[src/rtl/xor_stream_checksum.sv]
// xor_stream_checksum
//
// Folds a stream of WIDTH-bit words into a per-frame checksum. The checksum is
// the bitwise XOR of every word in the frame, plus its parity and a word count
// that saturates at all-ones. A frame ends with the accepted word that has
// in_last set. The result is held until the consumer takes it.
//
// Ports
//   clk        rising-edge clock
//   rst        asynchronous, active-high reset
//   in_valid   in_data/in_last are valid
//   in_ready   block accepts a word this cycle (registered state only)
//   in_data    input word
//   in_last    accepted word is the final word of its frame
//   out_valid  result presented (registered state only)
//   out_ready  consumer takes the result
//   out_xor    XOR of all words in the frame
//   out_parity reduction XOR of out_xor, inverted when ODD_PARITY != 0
//   out_count  words in the frame, saturating at all-ones

module xor_stream_checksum #(
    parameter int unsigned WIDTH      = 8,
    parameter int unsigned ODD_PARITY = 0,
    parameter int unsigned CNT_W      = 16
) (
    input  logic             clk,
    input  logic             rst,
    input  logic             in_valid,
    output logic             in_ready,
    input  logic [WIDTH-1:0] in_data,
    input  logic             in_last,
    output logic             out_valid,
    input  logic             out_ready,
    output logic [WIDTH-1:0] out_xor,
    output logic             out_parity,
    output logic [CNT_W-1:0] out_count
);

    typedef enum logic [0:0] {StAccum, StHold} state_e;

    localparam logic             ParInv = (ODD_PARITY != 0);
    localparam logic [CNT_W-1:0] CntMax = '1;
    localparam logic [CNT_W-1:0] CntOne = {{(CNT_W-1){1'b0}}, 1'b1};

    state_e           state_q, state_d;
    logic             live_q;
    logic [WIDTH-1:0] acc_q, acc_d;
    logic [CNT_W-1:0] cnt_q, cnt_d;
    logic [WIDTH-1:0] xor_q, xor_d;
    logic [CNT_W-1:0] count_q, count_d;
    logic             parity_q, parity_d;
    logic             accept;
    logic [CNT_W-1:0] cnt_inc;
    logic [WIDTH-1:0] acc_next;

    // live_q keeps in_ready low while rst is high and until the first edge after it.
    assign in_ready  = live_q && (state_q == StAccum);
    assign out_valid = (state_q == StHold);
    assign out_xor    = xor_q;
    assign out_parity = parity_q;
    assign out_count  = count_q;

    always_comb begin
        state_d  = state_q;
        acc_d    = acc_q;
        cnt_d    = cnt_q;
        xor_d    = xor_q;
        count_d  = count_q;
        parity_d = parity_q;

        accept   = in_valid && in_ready;
        acc_next = acc_q ^ in_data;
        cnt_inc  = (cnt_q == CntMax) ? cnt_q : cnt_q + CntOne;

        case (state_q)
            StAccum: begin
                if (accept) begin
                    if (in_last) begin
                        xor_d    = acc_next;
                        count_d  = cnt_inc;
                        parity_d = (^acc_next) ^ ParInv;
                        acc_d    = '0;
                        cnt_d    = '0;
                        state_d  = StHold;
                    end else begin
                        acc_d = acc_next;
                        cnt_d = cnt_inc;
                    end
                end
            end
            StHold: begin
                if (out_ready) begin
                    state_d = StAccum;
                end
            end
            default: state_d = StAccum;
        endcase
    end

    always_ff @(posedge clk or posedge rst) begin
        if (rst) begin
            state_q  <= StAccum;
            live_q   <= 1'b0;
            acc_q    <= '0;
            cnt_q    <= '0;
            xor_q    <= '0;
            count_q  <= '0;
            parity_q <= ParInv;
        end else begin
            state_q  <= state_d;
            live_q   <= 1'b1;
            acc_q    <= acc_d;
            cnt_q    <= cnt_d;
            xor_q    <= xor_d;
            count_q  <= count_d;
            parity_q <= parity_d;
        end
    end

endmodule

[config.mk]
export PLATFORM = sky130hd
export DESIGN_NAME = xor_stream_checksum
export DESIGN_NICKNAME = d
export VERILOG_FILES = /design/src/rtl/xor_stream_checksum.sv
export SDC_FILE = /design/constraint.sdc
export NUM_CORES = 1
export LEC_CHECK = 0
export BUFFER_PORTS_ARGS = -buffer_cell sky130_fd_sc_hd__clkbuf_2
export CELL_PAD_IN_SITES_DETAIL_PLACEMENT = 1
export CELL_PAD_IN_SITES_GLOBAL_PLACEMENT = 1
export CORE_MARGIN = 5
export CORE_UTILIZATION = 30
export CTS_CLUSTER_DIAMETER = 80
export DETAILED_ROUTE_END_ITERATION = 12
export HOLD_SLACK_MARGIN = 0.05
export PLACE_DENSITY = 0.71
export SLEW_MARGIN = 40
export SYNTH_ARGS = -nofsm -noshare
export SYNTH_HDL_FRONTEND = slang
export SYNTH_SLANG_ARGS = --single-unit
[constraint.sdc]
create_clock -name clk -period 2.2 [get_ports clk]
set_input_delay 0.11 -clock clk [delete_from_list [all_inputs] [get_ports clk]]
set_output_delay 0.11 -clock clk [all_outputs]
set_load 0.005 [all_outputs]
==> results.yml, run 1 <==
die:
  core.rowCount: 34
  die_w_um: 104
  dieArea_um2: 10900
  die_height_um: 104
  core_area_um2: 8680
  io_pins: 40
  start_util: 0.307
place:
  dpl.cell_count: 428
  port_buffers: 39
  place.gp.congestion: 0.768
  hpwl_um: 4750
  pre_cts_ws_ns: 0.217
power:
  ir_drop_mv: 0.278
  leakagePower_uw: 0.00144
  powerDensity_nw_per_um2: 872
synth:
  synthTopCellsByArea: "dfrtp_1, o21ai_0, xnor2_1"
  synth_top_family_by_area: "simple AND/OR/NAND/NOR gates"
  synth_top_area_frac: 0.479
  synthXorXnorAreaFrac: 0.0888
  synth_seq_area_share: 0.479
  synth_cells: 292
  synth_cell_type_count: 39
  yosysTopAreaCell: "dfrtp_1"
  synth_compound_area_frac: 0.156
  yosys_register_bits: 51
  synth_fp_nets: 306
  synthMuxAreaShare: 0.0376
  synth.cell_area_um2: 2660
  synth_area_per_cell_um2: 9.12
  synth_simple_gate_area_frac: 0.187
  synth_fa_ha_area_frac: 0.00470
  ys_warn_count: 0
worst_setup_path:
  critPathRequiredTime_ns: 2.39
  critPathKind: "reg -> reg"
  rr_endpoint: "cnt_q[10]"
  start_kind: "flip-flop"
  arrival_ns: 2.18
  r2r_cells: 6
  r2r_start: "cnt_q[0]"
  critPathLaunch: "cnt_q[0]"
  worstSetupEndpoint: "cnt_q[10]"
  cp-end-kind: "flip-flop"
  worst-path-max-fanout: 8
  reg2reg_slack_ns: 0.21
global_route:
  grt_use_total: 0.123
  grt_max_degree: 35
  gr-total-overflow: 0
  grt_pass1_vias: 2239
  grt_first_pass_wirelength_um: 11100
  antenna_found_initial: 0
cts:
  postCtsSetupBuffers: 0
  clk_latency_ns: 0.31
  cts_buffers: 5
  ctsLongestPathBuffers: 2
  htree_levels: 2
  cts_root_buf: "clkbuf_8"
  cts_sinks: 51
  clk_pin_slew_ns: 0.10
  cts_tree: "built"
detailed_routing:
  ant_nets: 0
  via_count: 2164
  dr_wl_met2_um: 3030
  drc_errors: 0
  first_iter_violations: 79
  first_pass_iters: 4
  top_layer: "met4"
  viasPerCell: 4.94
  wl_met1_um: 2970
  dr_wl_met3_um: 202
  wl_um: 6300
  wl_per_cell_um: 14.4
hold_path:
  hp-class: "in -> reg"
  holdCritStartpoint: "in_data[4]"
finish:
  n_fill_cell: 1047
  finalNonFillerCells: 438
  multiInputGateArea_um2: 1270
  seq_area_um2: 1280
  area_growth_pct: 17.6
  final_cell_mix: "dfrtp_1, nand2_1, o21ai_0"
  layout.nets: 343
  final_common_cell: "dfrtp_1"
  drive_above_1_share: 0.203
  n_antenna_cell: 0
  fin_util: 0.361
timing:
  hold_viol: 0
  fin_setup_tns_ns: 0
  worst_slew_pin_slew_ns: 0.614
  finalWorstSetupSlack_ns: 0.207
  slew_headroom: 0.590
  min_period_ns: 1.99
  drv_slew: 0
  fmax_mhz: 502
  rsz0062_at_grt: "no"
  fin_worst_skew_ns: 0.00548
  setup_violations: 0
  fin_crit_sh: 0.906
flow_run:
  drv_cap: 0
status:
  outcome: "finished clean"
## cell families (layout without fill, tap and decap cells)
family | Yosys count | count (layout)
xor+xnor | 27 | 27
compound gates | 73 | 73
flops | 51 | 51
simple gates | 101 | 101
mux | 10 | 10
buf+inv | 28 | 66
fa+ha+maj | 1 | 1
other cells | 1 | 1
## Yosys cell counts
cell type,count
nand4_2,1
nand4_4,1
o31ai_1,2
nor2_1,27
and4_1,1
o22ai_1,1
mux2i_1,10
and2_0,1
buf_2,3
xor2_1,7
a211oi_1,1
clkbuf_1,12
nor4_1,1
o22a_2,1
inv_1,10
buf_4,3
nor4_4,1
nand2_1,44
nor2b_1,1
xnor2_1,20
nand4_1,5
a311oi_1,1
a21oi_1,15
and4_2,2
nand3_2,1
nor3_1,5
dfrtp_1,51
o21ai_0,41
conb_1,1
a31oi_1,5
a21boi_0,1
o311ai_2,1
nor3_2,1
a21o_1,1
and3_1,3
a31o_2,3
ha_1,1
nand4b_1,1
nand3_1,5
## metrics by stage
stage | hold WS [ns] | power, µW | cell area, µm²
2_1_floorplan | 0.206 | 1740 | 2660
3_3_place_gp | 0.206 | 1950 | 2980
3_5_place_dp | 0.206 | 1990 | 2980
4_1_cts | 0.0502 | 2780 | 3130
5_1_grt | 0.0530 | 2930 | 3130
6_report | 0.0601 | 2730 | 3130
## cell type report
cell class	instances	share of cell area
well taps	108	0.0431
clock inverters	3	0.0216
multi-input cells	213	0.405
clock buffers	5	0.0220
inverters	10	0.0120
flip-flops and latches	51	0.407
repair buffers	48	0.0895
## worst min-delay path by stage
stage	slack, ns	end	depth (start not counted)
2_1_floorplan	0.21	out_valid	1
3_3_place_gp	0.21	out_xor[1]	2
3_5_place_dp	0.21	out_xor[1]	2
4_1_cts	0.05	acc_q[4]	3
5_1_grt	0.05	acc_q[4]	3
6_report	0.06	acc_q[4]	3
## layer usage
metal | global-route usage | vias up
met5 | 0 | -
met4 | 0.0379 | 0
met3 | 0.0298 | 7
met2 | 0.205 | 22
met1 | 0.158 | 1062
li1 | - | 1073
## state kept, by name, summed over array words and instances, names as in the netlist
register,count
acc_q,8
out_valid,1
out_parity,1
cnt_q,16
out_count,16
live_q,1
out_xor,8
## critical path, stage by stage, from the launching register on
cell	delay, ns
dfrtp_1	0.50
ha_1	0.31
and4_2	0.32
nand2_1	0.16
nor3_2	0.30
mux2i_1	0.21
o21ai_0	0.09
## report_power, final
group          total (µW)  internal [µW]  switching, µW
combinational         665            334            331
sequential           1280           1120            165
clock                 785            454            331
total                2730           1900            828
## repair_timing
item / in CTS / in global routing
endpoints found under the setup margin: 0 / 0
hold buffers: 2 / 0
resized for setup: 0 / 0
hold endpoints to repair: 26 / 0
Note: power is estimated with default switching activity, not from simulation.
==> inputs of run 2 (changes only) <==
--- a/config.mk
+++ b/config.mk
@@ -5,15 +5,15 @@
 export SDC_FILE = /design/constraint.sdc
 export NUM_CORES = 1
 export LEC_CHECK = 0
-export BUFFER_PORTS_ARGS = -buffer_cell sky130_fd_sc_hd__clkbuf_2
 export CELL_PAD_IN_SITES_DETAIL_PLACEMENT = 1
 export CELL_PAD_IN_SITES_GLOBAL_PLACEMENT = 1
 export CORE_MARGIN = 5
 export CORE_UTILIZATION = 30
 export CTS_CLUSTER_DIAMETER = 80
 export DETAILED_ROUTE_END_ITERATION = 12
+export DONT_BUFFER_PORTS = 1
 export HOLD_SLACK_MARGIN = 0.05
-export PLACE_DENSITY = 0.71
+export PLACE_DENSITY = 0.66
 export SLEW_MARGIN = 40
 export SYNTH_ARGS = -nofsm -noshare
 export SYNTH_HDL_FRONTEND = slang
==> run 2 against run 1 <==
Compared with the run above: cell count down 6.6%; highest routed layer unchanged; utilization shrank 1.9 points; clock skew up 0.0019 ns; critical path type unchanged; sequential share of layout area is 2.3 points higher.
==> results.yml, run 2 (synthesized netlist as in run 1, its figures left out) <==
status:
  outcome: "finished clean"
global_route:
  gr-total-overflow: 0
  use_met1: 0.161
  grt_max_degree: 31
  antenna_found_initial: 0
  gr-usage-met2: 0.201
  grt_pass1_vias: 2090
  top_usage_layer: "met2"
  use_met3: 0.0372
  grt_first_pass_wirelength_um: 11100
  grt_use_total: 0.125
worst_setup_path:
  r2r_start: "cnt_q[0]"
  critPathRequiredTime_ns: 2.38
  critical_path_depth: 6
  crit_buf_inv: 0
  r2r_cells: 6
  start_kind: "flip-flop"
  critical-path-top-delay-family: "simple AND/OR/NAND/NOR gates"
  worstSetupEndpoint: "cnt_q[10]"
  reg2reg_slack_ns: 0.21
  critPathLaunch: "cnt_q[0]"
  critPathKind: "reg -> reg"
  slowest_stage: "dfrtp_1"
  worstPathCellList: "ha_1 > and4_2 > nand2_1 > nor3_2 > mux2i_1 > o21ai_0"
  cp-end-kind: "flip-flop"
  max_stage_delay_ns: 0.48
  worst-path-max-fanout: 8
  arrival_ns: 2.17
  rr_endpoint: "cnt_q[10]"
die:
  io_pins: 40
  start_util: 0.307
  dieArea_um2: 10900
  die_height_um: 104
  core.rowCount: 34
  die_w_um: 104
  core_area_um2: 8680
timing:
  min_period_ns: 1.99
  worst_slew_pin_slew_ns: 0.640
  fmax_mhz: 502
  hold_viol: 0
  fin_setup_tns_ns: 0
  fin_worst_skew_ns: 0.00742
  drv_slew: 0
  fin_crit_sh: 0.906
  rsz0062_at_grt: "no"
  setup_violations: 0
  slew_headroom: 0.573
cts:
  ctsLongestPathBuffers: 2
  cts_tree: "built"
  postCtsSetupBuffers: 0
  post_cts_resized: 0
  cts_buffers: 5
  cts_sinks: 51
  clk_latency_ns: 0.31
  cts_root_buf: "clkbuf_8"
  htree_levels: 2
  clk_pin_slew_ns: 0.10
detailed_routing:
  via_count: 2060
  first_iter_violations: 68
  viasPerCell: 5.04
  first_pass_iters: 4
  drc_errors: 0
  wl_um: 6480
  ant_nets: 0
  wl_per_cell_um: 15.8
finish:
  area_growth_pct: 11.3
  drive_above_1_share: 0.0997
  layout.nets: 314
  final_cell_mix: "dfrtp_1, nand2_1, o21ai_0"
  finalNonFillerCells: 409
  n_fill_cell: 1047
  seq_area_um2: 1280
  multiInputGateArea_um2: 1270
  final_common_cell: "dfrtp_1"
  n_antenna_cell: 0
place:
  port_buffers: 0
  dpl.cell_count: 390
  place.gp.congestion: 0.791
  hpwl_um: 4710
power:
  powerDensity_nw_per_um2: 809
  leakagePower_uw: 0.00130
  ir_drop_mv: 0.265
flow_run:
  drv_cap: 0
hold_path:
  hp-class: "in -> reg"
[run 2: cell types whose count changed in the layout (fill, tap and decap cells not counted), sizes merged]
cell | before | now
clkinv | 0 | 3
bufinv | 2 | 0
clkbuf | 44 | 5
buf | 7 | 9
clkinvlp | 1 | 0
dlygate4sd3 | 2 | 10
[run 2: how the worst min path moves through the flow]
stage                     from         end  slack, ns  cells past startpoint
global route        in_data[4]  out_xor[4]       0.06                      2
finish                 in_last    acc_q[4]       0.05                      3
floorplan            out_ready   out_valid       0.21                      1
detailed placement         rst  out_xor[1]       0.14                      1
global placement           rst  out_xor[1]       0.12                      1
CTS                 in_data[0]  out_xor[0]       0.05                      2
[run 2: worst reg2reg max path, delay by kind of cell, from the launching register on]
| family | cells | cell delay [ns] |
|---|---|---|
| AO/OA/AOI/OAI | 1 | 0.08 |
| adder cells (fa/ha/maj) | 1 | 0.30 |
| flip-flops | 1 | 0.48 |
| multiplexers | 1 | 0.21 |
| AND/OR/NAND/NOR | 3 | 0.78 |
[run 2: metrics by stage]
step	cell area [µm²]	setup slack [ns]	utilization	total power (µW)	hold WS (ns)
detailed placement	2780	0.216	0.320	1880	0.135
finish	2970	0.208	0.342	2400	0.0516
global route	2970	0.0172	0.342	2580	0.0590
global placement	2780	0.331	0.320	1850	0.119
floorplan	2660	0.532	-	1740	0.206
CTS	2960	0.185	0.341	2450	0.0516
[run 2: routing by layer]
layer	up-vias	routed length [µm]
met5	-	0
met4	0	91
met3	7	323
met2	28	3080
met1	1012	2990
li1	1013	-
[run 2: layout make-up]
class,instances,area share
Tap cell,108,0.0456
Multi-Input combinational cell,213,0.427
Clock buffer,5,0.0232
Clock inverter,3,0.00506
Timing Repair Buffer,19,0.0557
Inverter,10,0.0127
Sequential cell,51,0.430
[run 2: repair_timing]
item | in CTS | in global routing
setup endpoints to repair | 0 | 0
hold buffers | 10 | 1
endpoints found under the hold margin | 52 | 1
[run 2: report_power, final]
part | switching (µW) | internal (µW) | leakage [µW]
clock network | 320 | 219 | 0.0000477
logic | 283 | 267 | 0.000592
registers | 192 | 1120 | 0.000656
==> inputs of run 3 (changes only) <==
--- a/config.mk
+++ b/config.mk
@@ -9,6 +9,7 @@
 export CELL_PAD_IN_SITES_GLOBAL_PLACEMENT = 1
 export CORE_MARGIN = 5
 export CORE_UTILIZATION = 30
+export CTS_BUF_LIST = sky130_fd_sc_hd__clkbuf_4 sky130_fd_sc_hd__clkbuf_8
 export CTS_CLUSTER_DIAMETER = 80
 export DETAILED_ROUTE_END_ITERATION = 12
 export DONT_BUFFER_PORTS = 1
==> constraint.sdc (replaced) <==
create_clock -name clk -period 2.5 [get_ports clk]
set_input_delay 0.125 -clock clk [delete_from_list [all_inputs] [get_ports clk]]
set_output_delay 0.125 -clock clk [all_outputs]
set_load 0.005 [all_outputs]
==> run 3 against run 2 <==
Compared with the run above: critical path depth stayed put; clock skew is 0.0010 ns higher; sequential power is 12% lower.
==> results.yml, run 3 (synthesized netlist as in run 1, its figures left out) <==
power:
  leakagePower_uw: 0.00128
  p_sw_uw: 699
  powerDensity_nw_per_um2: 761
  combPwrFrac: 0.214
  p_clk_frac: 0.270
  ir_drop_mv: 0.245
  seqPwrFrac: 0.516
  p_sw_frac: 0.313
  internal-power_uw: 1540
detailed_routing:
  wl_um: 6490
  via_count: 2074
  ant_nets: 0
  first_pass_iters: 4
  drc_errors: 0
  viasPerCell: 5.16
  first_iter_violations: 99
  wl_per_cell_um: 16.1
cts:
  htree_levels: 2
  ctsLongestPathBuffers: 2
  cts_tree: "built"
  clk_latency_ns: 0.31
  cts_root_buf: "clkbuf_8"
  clk_pin_slew_ns: 0.10
  cts_buffers: 5
  cts_sinks: 51
timing:
  setup_violations: 0
  fin_worst_skew_ns: 0.00842
  worst_slew_pin_slew_ns: 0.748
  fin_setup_tns_ns: 0
  fin_crit_sh: 0.880
  rsz0062_at_grt: "no"
  slew_headroom: 0.500
  fmax_mhz: 455
  drv_slew: 0
  min_period_ns: 2.20
  hold_viol: 0
status:
  outcome: "finished clean"
worst_setup_path:
  crit_buf_inv: 0
  start_kind: "flip-flop"
  critPathKind: "reg -> reg"
  arrival_ns: 2.36
  critPathRequiredTime_ns: 2.66
  max_stage_delay_ns: 0.49
  rr_endpoint: "cnt_q[4]"
  worstPathCellList: "ha_1 > and4_2 > nand4_2 > nand4_1 > mux2i_1 > o21ai_0"
  critical-path-top-delay-family: "simple AND/OR/NAND/NOR gates"
  reg2reg_slack_ns: 0.30
  slowest_stage: "dfrtp_1"
  r2r_cells: 6
  r2r_start: "cnt_q[0]"
  cp-end-kind: "flip-flop"
  worst-path-max-fanout: 14
die:
  core_area_um2: 8680
  io_pins: 40
  dieArea_um2: 10900
  core.rowCount: 34
  die_height_um: 104
  start_util: 0.307
  die_w_um: 104
global_route:
  grt_max_degree: 42
  grt_first_pass_wirelength_um: 11100
  grt_use_total: 0.124
  grt_pass1_vias: 2146
  antenna_found_initial: 0
  gr-total-overflow: 0
hold_path:
  hp-class: "in -> reg"
  whs_path_depth: 3
  holdCritStartpoint: "in_data[4]"
  holdPathEnd: "acc_q[4]"
place:
  place.gp.congestion: 0.777
  hpwl_um: 4670
  dpl.cell_count: 388
  port_buffers: 0
flow_run:
  drv_cap: 0
finish:
  n_fill_cell: 1024
  area_growth_pct: 10.3
  finalNonFillerCells: 402
  final_common_cell: "dfrtp_1"
  final_cell_mix: "dfrtp_1, nand2_1, o21ai_0"
  drive_above_1_share: 0.0918
  n_antenna_cell: 0
  layout.nets: 307
run 3: layer usage:
layer	part of all wire	GRT usage	up-vias
li1	-	-	1000
met2	0.48	0.200	37
met1	0.45	0.158	1031
met3	0.052	0.0341	6
met5	0	0	-
met4	0.015	0.0426	0
run 3: worst max path at each step:
stage / start / to / slack [ns] / cells past startpoint
floorplan: cnt_q[1] / cnt_q[10] / 0.83 / 6
global placement: cnt_q[0] / cnt_q[4] / 0.47 / 6
detailed placement: cnt_q[0] / cnt_q[4] / 0.36 / 6
CTS: cnt_q[0] / cnt_q[4] / 0.29 / 6
global route: cnt_q[0] / cnt_q[3] / 0.12 / 6
finish: cnt_q[0] / cnt_q[4] / 0.30 / 6
run 3: area by class of cell:
type                       instances  area [µm²]  area share
tap                              108         135      0.0460
timing repair buffer              12         105      0.0358
multi-input combinational        213        1270       0.431
sequential                        51        1280       0.434
clock buffer                       6        82.6      0.0281
inverter                          10        37.5      0.0128
clock inverter                     2        35.0      0.0119
run 3: power groups by stage:
stage | clock network (µW) | logic, µW | registers (µW)
after floorplan | 0 | 433 | 1100
after global placement | 0 | 456 | 1170
after detailed placement | 0 | 475 | 1180
after CTS | 631 | 489 | 1160
after global routing | 663 | 551 | 1190
final | 605 | 478 | 1150
run 3: repair_timing:
action / in CTS / in global routing
hold buffers: 6 / 0
buffers inserted: 0 / 0
endpoints found under the setup margin: 0 / 0
hold endpoints to repair: 48 / 0
resized for setup: 0 / 0
run 3: worst min-delay path, cell delays in order:
cell,delay (ns)
nor2_1,0.07
o21ai_0,0.07
o21ai_0,0.07
run 3: through the flow:
step	hold slack [ns]	worst slack, ns	total power (µW)	cell area, µm²	utilization
after global routing	0.0573	0.115	2400	2940	0.339
after CTS	0.0509	0.290	2280	2940	0.339
after floorplan	0.221	0.832	1530	2660	-
after global placement	0.114	0.468	1630	2760	0.318
final	0.0558	0.300	2240	2940	0.339
after detailed placement	0.120	0.359	1650	2760	0.318
